**config.mk**
```make
export PLATFORM = sky130hd
export DESIGN_NAME = mc_controller
export DESIGN_NICKNAME = d
export VERILOG_FILES = /design/src/rtl/mc_controller_pkg.sv /design/src/rtl/mc_controller_mainfsm.sv /design/src/rtl/mc_controller.sv
export SDC_FILE = /design/constraint.sdc
export NUM_CORES = 1
export LEC_CHECK = 0
export ABC_AREA = 0
export CAP_MARGIN = 20
export CORE_AREA = 10 10 60 62
export DETAILED_ROUTE_END_ITERATION = 8
export DIE_AREA = 0 0 70 72
export GPL_ROUTABILITY_DRIVEN = 0
export PLACE_DENSITY = 0.77
export SYNTH_ARGS = -nofsm -noshare
export SYNTH_HDL_FRONTEND = slang
export SYNTH_SLANG_ARGS = --single-unit
export TNS_END_PERCENT = 30
```
**constraint.sdc**
```tcl
create_clock -name clk -period 2.1 [get_ports clk]
set_clock_uncertainty 0.05 [all_clocks]
set_input_delay 0.21 -clock clk [delete_from_list [all_inputs] [get_ports clk]]
set_output_delay 0.21 -clock clk [all_outputs]
set_load 0.02 [all_outputs]
```
**src/rtl/mc_controller_pkg.sv**
```systemverilog
// Shared types and encodings for the multicycle ARM-subset control unit.
package mc_controller_pkg;

    localparam int unsigned ST_W    = 4;
    localparam int unsigned INSTR_W = 20;

    typedef enum logic [ST_W-1:0] {
        S_FETCH   = 4'd0,
        S_DECODE  = 4'd1,
        S_MEMADR  = 4'd2,
        S_MEMRD   = 4'd3,
        S_MEMWB   = 4'd4,
        S_MEMWR   = 4'd5,
        S_EXECR   = 4'd6,
        S_EXECI   = 4'd7,
        S_ALUWB   = 4'd8,
        S_BRANCH  = 4'd9,
        S_UNKNOWN = 4'd10
    } state_t;

    // Instruction bits [31:12] as seen by the controller.
    typedef struct packed {
        logic [3:0] cond;
        logic [1:0] op;
        logic [5:0] funct;
        logic [3:0] rn;
        logic [3:0] rd;
    } instr_t;

    localparam logic [1:0] OP_DP  = 2'b00;
    localparam logic [1:0] OP_MEM = 2'b01;
    localparam logic [1:0] OP_BR  = 2'b10;

    localparam logic [3:0] ALU_ADD = 4'b0000;
    localparam logic [3:0] ALU_SUB = 4'b0010;
    localparam logic [3:0] ALU_AND = 4'b0100;
    localparam logic [3:0] ALU_ORR = 4'b0101;
    localparam logic [3:0] ALU_EOR = 4'b0110;

    localparam logic [3:0] CMD_AND = 4'b0000;
    localparam logic [3:0] CMD_EOR = 4'b0001;
    localparam logic [3:0] CMD_SUB = 4'b0010;
    localparam logic [3:0] CMD_ADD = 4'b0100;
    localparam logic [3:0] CMD_ORR = 4'b1100;

    localparam logic [1:0] SRCB_RD2  = 2'b00;
    localparam logic [1:0] SRCB_IMM  = 2'b01;
    localparam logic [1:0] SRCB_FOUR = 2'b10;

    localparam logic [1:0] RES_ALUOUT = 2'b00;
    localparam logic [1:0] RES_DATA   = 2'b01;
    localparam logic [1:0] RES_ALURES = 2'b10;

    // ARM condition evaluation against {N,Z,C,V}; 1111 never executes.
    function automatic logic cond_check(input logic [3:0] cond, input logic [3:0] nzcv);
        logic n, z, c, v, r;
        {n, z, c, v} = nzcv;
        case (cond)
            4'b0000: r = z;
            4'b0001: r = ~z;
            4'b0010: r = c;
            4'b0011: r = ~c;
            4'b0100: r = n;
            4'b0101: r = ~n;
            4'b0110: r = v;
            4'b0111: r = ~v;
            4'b1000: r = c & ~z;
            4'b1001: r = ~c | z;
            4'b1010: r = (n == v);
            4'b1011: r = (n != v);
            4'b1100: r = ~z & (n == v);
            4'b1101: r = z | (n != v);
            4'b1110: r = 1'b1;
            default: r = 1'b0;
        endcase
        return r;
    endfunction

endpackage

```
**src/rtl/mc_controller_mainfsm.sv**
```systemverilog
// Main sequencer: state register, next-state logic and raw (ungated) enables.
module mc_controller_mainfsm
    import mc_controller_pkg::*;
(
    input  logic       clk,
    input  logic       rst_n,
    input  logic [1:0] i_op,
    input  logic       i_funct5,
    input  logic       i_funct0,
    input  logic       i_mem_ready,
    output state_t     o_state,
    output logic       o_adr_src_c,
    output logic       o_alu_src_a_c,
    output logic [1:0] o_alu_src_b_c,
    output logic [1:0] o_result_src_c,
    output logic       o_fetch_c,
    output logic       o_reg_w_c,
    output logic       o_mem_w_c,
    output logic       o_branch_c,
    output logic       o_alu_op_c,
    output logic       o_fault_c
);

    state_t r_state;
    state_t w_next;

    always_ff @(posedge clk or negedge rst_n) begin
        if (!rst_n) r_state <= S_FETCH;
        else        r_state <= w_next;
    end

    always_comb begin
        w_next         = r_state;
        o_adr_src_c    = 1'b0;
        o_alu_src_a_c  = 1'b0;
        o_alu_src_b_c  = SRCB_RD2;
        o_result_src_c = RES_ALUOUT;
        o_fetch_c      = 1'b0;
        o_reg_w_c      = 1'b0;
        o_mem_w_c      = 1'b0;
        o_branch_c     = 1'b0;
        o_alu_op_c     = 1'b0;
        o_fault_c      = 1'b0;
        case (r_state)
            S_FETCH: begin
                o_alu_src_a_c  = 1'b1;
                o_alu_src_b_c  = SRCB_FOUR;
                o_result_src_c = RES_ALURES;
                o_fetch_c      = 1'b1;
                if (i_mem_ready) w_next = S_DECODE;
            end
            S_DECODE: begin
                o_alu_src_a_c = 1'b1;
                o_alu_src_b_c = SRCB_FOUR;
                case (i_op)
                    OP_MEM:  w_next = S_MEMADR;
                    OP_DP:   w_next = i_funct5 ? S_EXECI : S_EXECR;
                    OP_BR:   w_next = S_BRANCH;
                    default: w_next = S_UNKNOWN;
                endcase
            end
            S_MEMADR: begin
                o_alu_src_b_c = SRCB_IMM;
                w_next        = i_funct0 ? S_MEMRD : S_MEMWR;
            end
            S_MEMRD: begin
                o_adr_src_c = 1'b1;
                if (i_mem_ready) w_next = S_MEMWB;
            end
            S_MEMWB: begin
                o_result_src_c = RES_DATA;
                o_reg_w_c      = 1'b1;
                w_next         = S_FETCH;
            end
            S_MEMWR: begin
                o_adr_src_c = 1'b1;
                o_mem_w_c   = 1'b1;
                if (i_mem_ready) w_next = S_FETCH;
            end
            S_EXECR: begin
                o_alu_op_c = 1'b1;
                w_next     = S_ALUWB;
            end
            S_EXECI: begin
                o_alu_src_b_c = SRCB_IMM;
                o_alu_op_c    = 1'b1;
                w_next        = S_ALUWB;
            end
            S_ALUWB: begin
                o_reg_w_c = 1'b1;
                w_next    = S_FETCH;
            end
            S_BRANCH: begin
                o_alu_src_b_c  = SRCB_IMM;
                o_result_src_c = RES_ALURES;
                o_branch_c     = 1'b1;
                w_next         = S_FETCH;
            end
            S_UNKNOWN: begin
                o_fault_c = 1'b1;
                w_next    = S_FETCH;
            end
            default: w_next = S_FETCH;
        endcase
    end

    assign o_state = r_state;

endmodule

```
**src/rtl/mc_controller.sv**
```systemverilog
// Multicycle control unit: ALU decode, NZCV flag register, condition check and enable gating.
module mc_controller
    import mc_controller_pkg::*;
#(
    parameter int unsigned STATE_W = 4
) (
    input  logic               clk,
    input  logic               reset,
    input  logic [19:0]        Instr,
    input  logic [3:0]         ALUFlags,
    input  logic               MemReady,
    output logic               PCWrite,
    output logic               IRWrite,
    output logic               RegWrite,
    output logic               MemWrite,
    output logic               AdrSrc,
    output logic               ALUSrcA,
    output logic [1:0]         ALUSrcB,
    output logic [1:0]         ResultSrc,
    output logic [1:0]         ImmSrc,
    output logic [1:0]         RegSrc,
    output logic [3:0]         ALUControl,
    output logic               MemByte,
    output logic               Fault,
    output logic [STATE_W-1:0] State
);

    instr_t     w_ir;
    state_t     w_state;
    logic       w_fetch, w_reg_w, w_mem_w, w_branch, w_alu_op, w_fault;
    logic       w_cond_ex, w_flag_we, w_arith, w_pc_from_rd;
    logic [3:0] w_cmd, w_alu_dp;
    logic [3:0] r_flags;
    logic       w_unused;

    assign w_ir     = instr_t'(Instr);
    assign w_cmd    = w_ir.funct[4:1];
    assign w_unused = &{1'b0, w_ir.rn};

    mc_controller_mainfsm u_mainfsm (
        .clk            (clk),
        .rst_n          (reset),
        .i_op           (w_ir.op),
        .i_funct5       (w_ir.funct[5]),
        .i_funct0       (w_ir.funct[0]),
        .i_mem_ready    (MemReady),
        .o_state        (w_state),
        .o_adr_src_c    (AdrSrc),
        .o_alu_src_a_c  (ALUSrcA),
        .o_alu_src_b_c  (ALUSrcB),
        .o_result_src_c (ResultSrc),
        .o_fetch_c      (w_fetch),
        .o_reg_w_c      (w_reg_w),
        .o_mem_w_c      (w_mem_w),
        .o_branch_c     (w_branch),
        .o_alu_op_c     (w_alu_op),
        .o_fault_c      (w_fault)
    );

    always_comb begin
        w_alu_dp = ALU_ADD;
        case (w_cmd)
            CMD_ADD: w_alu_dp = ALU_ADD;
            CMD_SUB: w_alu_dp = ALU_SUB;
            CMD_AND: w_alu_dp = ALU_AND;
            CMD_ORR: w_alu_dp = ALU_ORR;
            CMD_EOR: w_alu_dp = ALU_EOR;
            default: w_alu_dp = ALU_ADD;
        endcase
    end

    assign ALUControl = w_alu_op ? w_alu_dp : ALU_ADD;
    assign w_arith    = (w_cmd == CMD_ADD) || (w_cmd == CMD_SUB);
    assign w_cond_ex  = cond_check(w_ir.cond, r_flags);
    assign w_flag_we  = w_alu_op & w_ir.funct[0] & w_cond_ex;

    // NZ follow every flag-setting op; CV only change on arithmetic.
    always_ff @(posedge clk or negedge reset) begin
        if (!reset) begin
            r_flags <= 4'b0000;
        end else begin
            if (w_flag_we)           r_flags[3:2] <= ALUFlags[3:2];
            if (w_flag_we & w_arith) r_flags[1:0] <= ALUFlags[1:0];
        end
    end

    // A writeback to r15 is steered into the PC instead of the register file.
    assign w_pc_from_rd = w_reg_w & w_cond_ex & (w_ir.rd == 4'd15);

    assign PCWrite  = reset & ((w_fetch & MemReady) | (w_branch & w_cond_ex) | w_pc_from_rd);
    assign IRWrite  = reset & w_fetch & MemReady;
    assign RegWrite = reset & w_reg_w & w_cond_ex & ~w_pc_from_rd;
    assign MemWrite = reset & w_mem_w & w_cond_ex;
    assign Fault    = reset & w_fault;

    assign ImmSrc  = w_ir.op;
    assign RegSrc  = {w_ir.op == OP_MEM, w_ir.op == OP_BR};
    assign MemByte = (w_ir.op == OP_MEM) & w_ir.funct[2];
    assign State   = STATE_W'(w_state);

endmodule

```
==> impl_metrics.json, run 1 <==
{
  "status": "complete, but fails checks",
  "violations": "negative setup slack",
  "grt_use_total": 0.1121,
  "p_leak_nw": 0.7285,
  "synth_compound_area_frac": 0.1818,
  "die_area_sq_um": 5040,
  "synth_top_cell_area_share": 0.2273,
  "synth_xor_area_frac": 0.07955,
  "clock-sinks": 8,
  "yosys.area_share.simple": 0.3537,
  "htreeDepth": 1,
  "synth_edf_count": 0,
  "synth-main-ff-cell": "dfrtp_1",
  "crit_type": "reg -> out",
  "wl_per_cell_um": 14.88,
  "drtIter0Drc": 21,
  "antenna_found_initial": 0,
  "synthArstFlopShare": 1.000,
  "cp-start-kind": "flip-flop",
  "setup_slack_ns": -0.07070,
  "final_cell_mix": "clkdlybuf4s50_1 (30), buf_4 (18), nor2_1 (10)",
  "pin_count": 51,
  "die-width_um": 70,
  "syn_inst": 109,
  "start_util": 0.3621,
  "ys_ff_latch": 8,
  "worstSetupEndpointType": "output port",
  "p_per_area_nw_per_um2": 1037,
  "synth-seq-area-share": 0.2273,
  "cp_max_fo": 7,
  "die_h_um": 72,
  "num_rows": 18,
  "synth_area_sq_um": 880.8,
  "yosysTopAreaCell": "dfrtp_1",
  "ys_top_cells_by_area": "dfrtp_1 (23%), xnor2_1 (7.0%), mux2_1 (5.1%), nor3_1 (4.5%), nor2_1 (4.3%)",
  "ys_types": 44,
  "cp.arrival_ns": 1.91,
  "synth_top_family_by_area": "simple AND/OR/NAND/NOR gates",
  "fin_crit_ns": 2.171,
  "yosys-mux-area-fraction": 0.08523,
  "final_max_slew_viol_count": 0,
  "viasPerCell": 5.158,
  "fin_nets": 195,
  "ys_warn_count": 0,
  "synth-adder-area-share": 0,
  "hold_violations": 0,
  "firstDrtPassIters": 4,
  "clk_pin_slew_ns": 0.05,
  "design.core.area_sq_um": 2432,
  "cts_buffers": 3,
  "fin_crit_sh": 1.034,
  "crit_start": "r_flags[3]",
  "rsz0062_at_grt": "true",
  "cap_violations": 0,
  "wl_mm": 2.917,
  "final_common_cell": "clkdlybuf4s50_1",
  "clock_path_buffers": 2,
  "r2r-start": "r_flags[3]",
  "grt_overflow_total": 0,
  "syn_nets": 136,
  "drive_above_1_share": 0.2108,
  "total_power_mw": 1.552,
  "final_util": 0.6157,
  "ctsRootBufferMaster": "clkbuf_4",
  "drtAntennaViolNets": 0,
  "syn_avg_cell_area_sq_um": 8.081,
  "num_antenna_cells": 0,
  "grt_max_degree": 18,
  "num_vias": 1011,
  "syn_to_final_growth_pct": 70.03,
  "port_buffers": 45,
  "hold_path_class": "in -> async",
  "grt_pass1_wl_mm": 4.809,
  "drcViolationCount": 0,
  "dpl.hpwl_mm": 2.404,
  "reg2reg_slack_ns": 0.08,
  "ir_drop_mv": 0.8728,
  "cts_tree": "done",
  "setup_violations": 1,
  "cp_data_required_time_ns": 1.84,
  "grt_pass1_vias": 1073,
  "clock_latency_ns": 0.25,
  "fmax_mhz": 460.7
}
power breakdown:
part,internal (mW),switching (mW)
sequential,0.214,0.0674
combinational,0.559,0.599
clock,0.0651,0.0483
total,0.838,0.714
critical path: stages (launching register included):
cell	delay (ns)
dfrtp_2	0.46
and2_4	0.16
o211a_1	0.20
o31ai_2	0.19
o221ai_2	0.14
buf_4	0.16
a31o_2	0.23
buf_6	0.13
state kept, by name, summed over array words and instances, names as in the netlist:
name	cells
r_flags	4
u_mainfsm.o_state	4
synth_stat cells (2+ instances only):
master,count
a21oi_1,4
buf_4,4
clkbuf_1,4
dfrtp_1,8
mux2_1,4
mux2i_1,3
nand2_1,7
nand2b_1,4
nand3b_1,2
nor2_1,10
nor2b_1,5
nor3_1,8
nor3b_1,2
nor4_1,3
o211a_1,2
o21ai_0,5
xnor2_1,7
metal layers:
metal / up-vias / part of all wire / GRT usage
met4: 0 / 0.011 / 0.03728
li1: 502 / - / -
met2: 24 / 0.53 / 0.2044
met5: - / 0 / 0
met3: 4 / 0.056 / 0.04218
met1: 481 / 0.40 / 0.1158
what timing repair did:
action                     CTS  global route
pin swaps                    3             0
gates resized for setup     26            11
setup buffers                1             0
hold buffers                 0             0
setup endpoints to repair    6             9
cell families after synthesis:
kind of cell	count (synthesis)
flops	8
xor+xnor	8
compound gates	21
other cells	1
buf+inv	10
simple gates	54
mux	7
cell type report:
type | count | area, sq um
inverter | 1 | 3.754
sequential | 8 | 202.7
fill | 221 | 934.6
tap | 30 | 37.54
timing repair buffer | 63 | 590.6
clock buffer | 3 | 22.52
multi-input combinational | 91 | 640.6
final timing paths:
| path | endpoint | depth (start not counted) |
|---|---|---|
| max | PCWrite | 7 |
| min reg2reg | r_flags[1] | 1 |
| min in group clk | r_flags[3] | 2 |
| max reg2reg | r_flags[2] | 8 |
| max in group asynchronous | r_flags[0] | 2 |
| min | u_mainfsm.o_state[1] | 2 |
per-stage QoR:
step,TNS (ns),hold WS [ns],setup WS (ns),cell area [sq um],instances
6_report,-0.07070,0.2673,-0.07070,1498,196
3_3_place_gp,-2.175,0.4715,-0.5180,1446,192
4_1_cts,-0.1217,0.2571,-0.07963,1465,196
3_5_place_dp,-2.598,0.4936,-0.6134,1446,192
2_1_floorplan,-0.04815,-0.1356,-0.04815,887.1,109
5_1_grt,-0.4190,0.2807,-0.1452,1498,196
Power figures use the tool's default switching activity.
==> run 2, diff against run 1 <==
CAP_MARGIN = unset   (was 20)
==> results of run 2 <==
Final layout, timing and power as in run 1 (identical DEF).
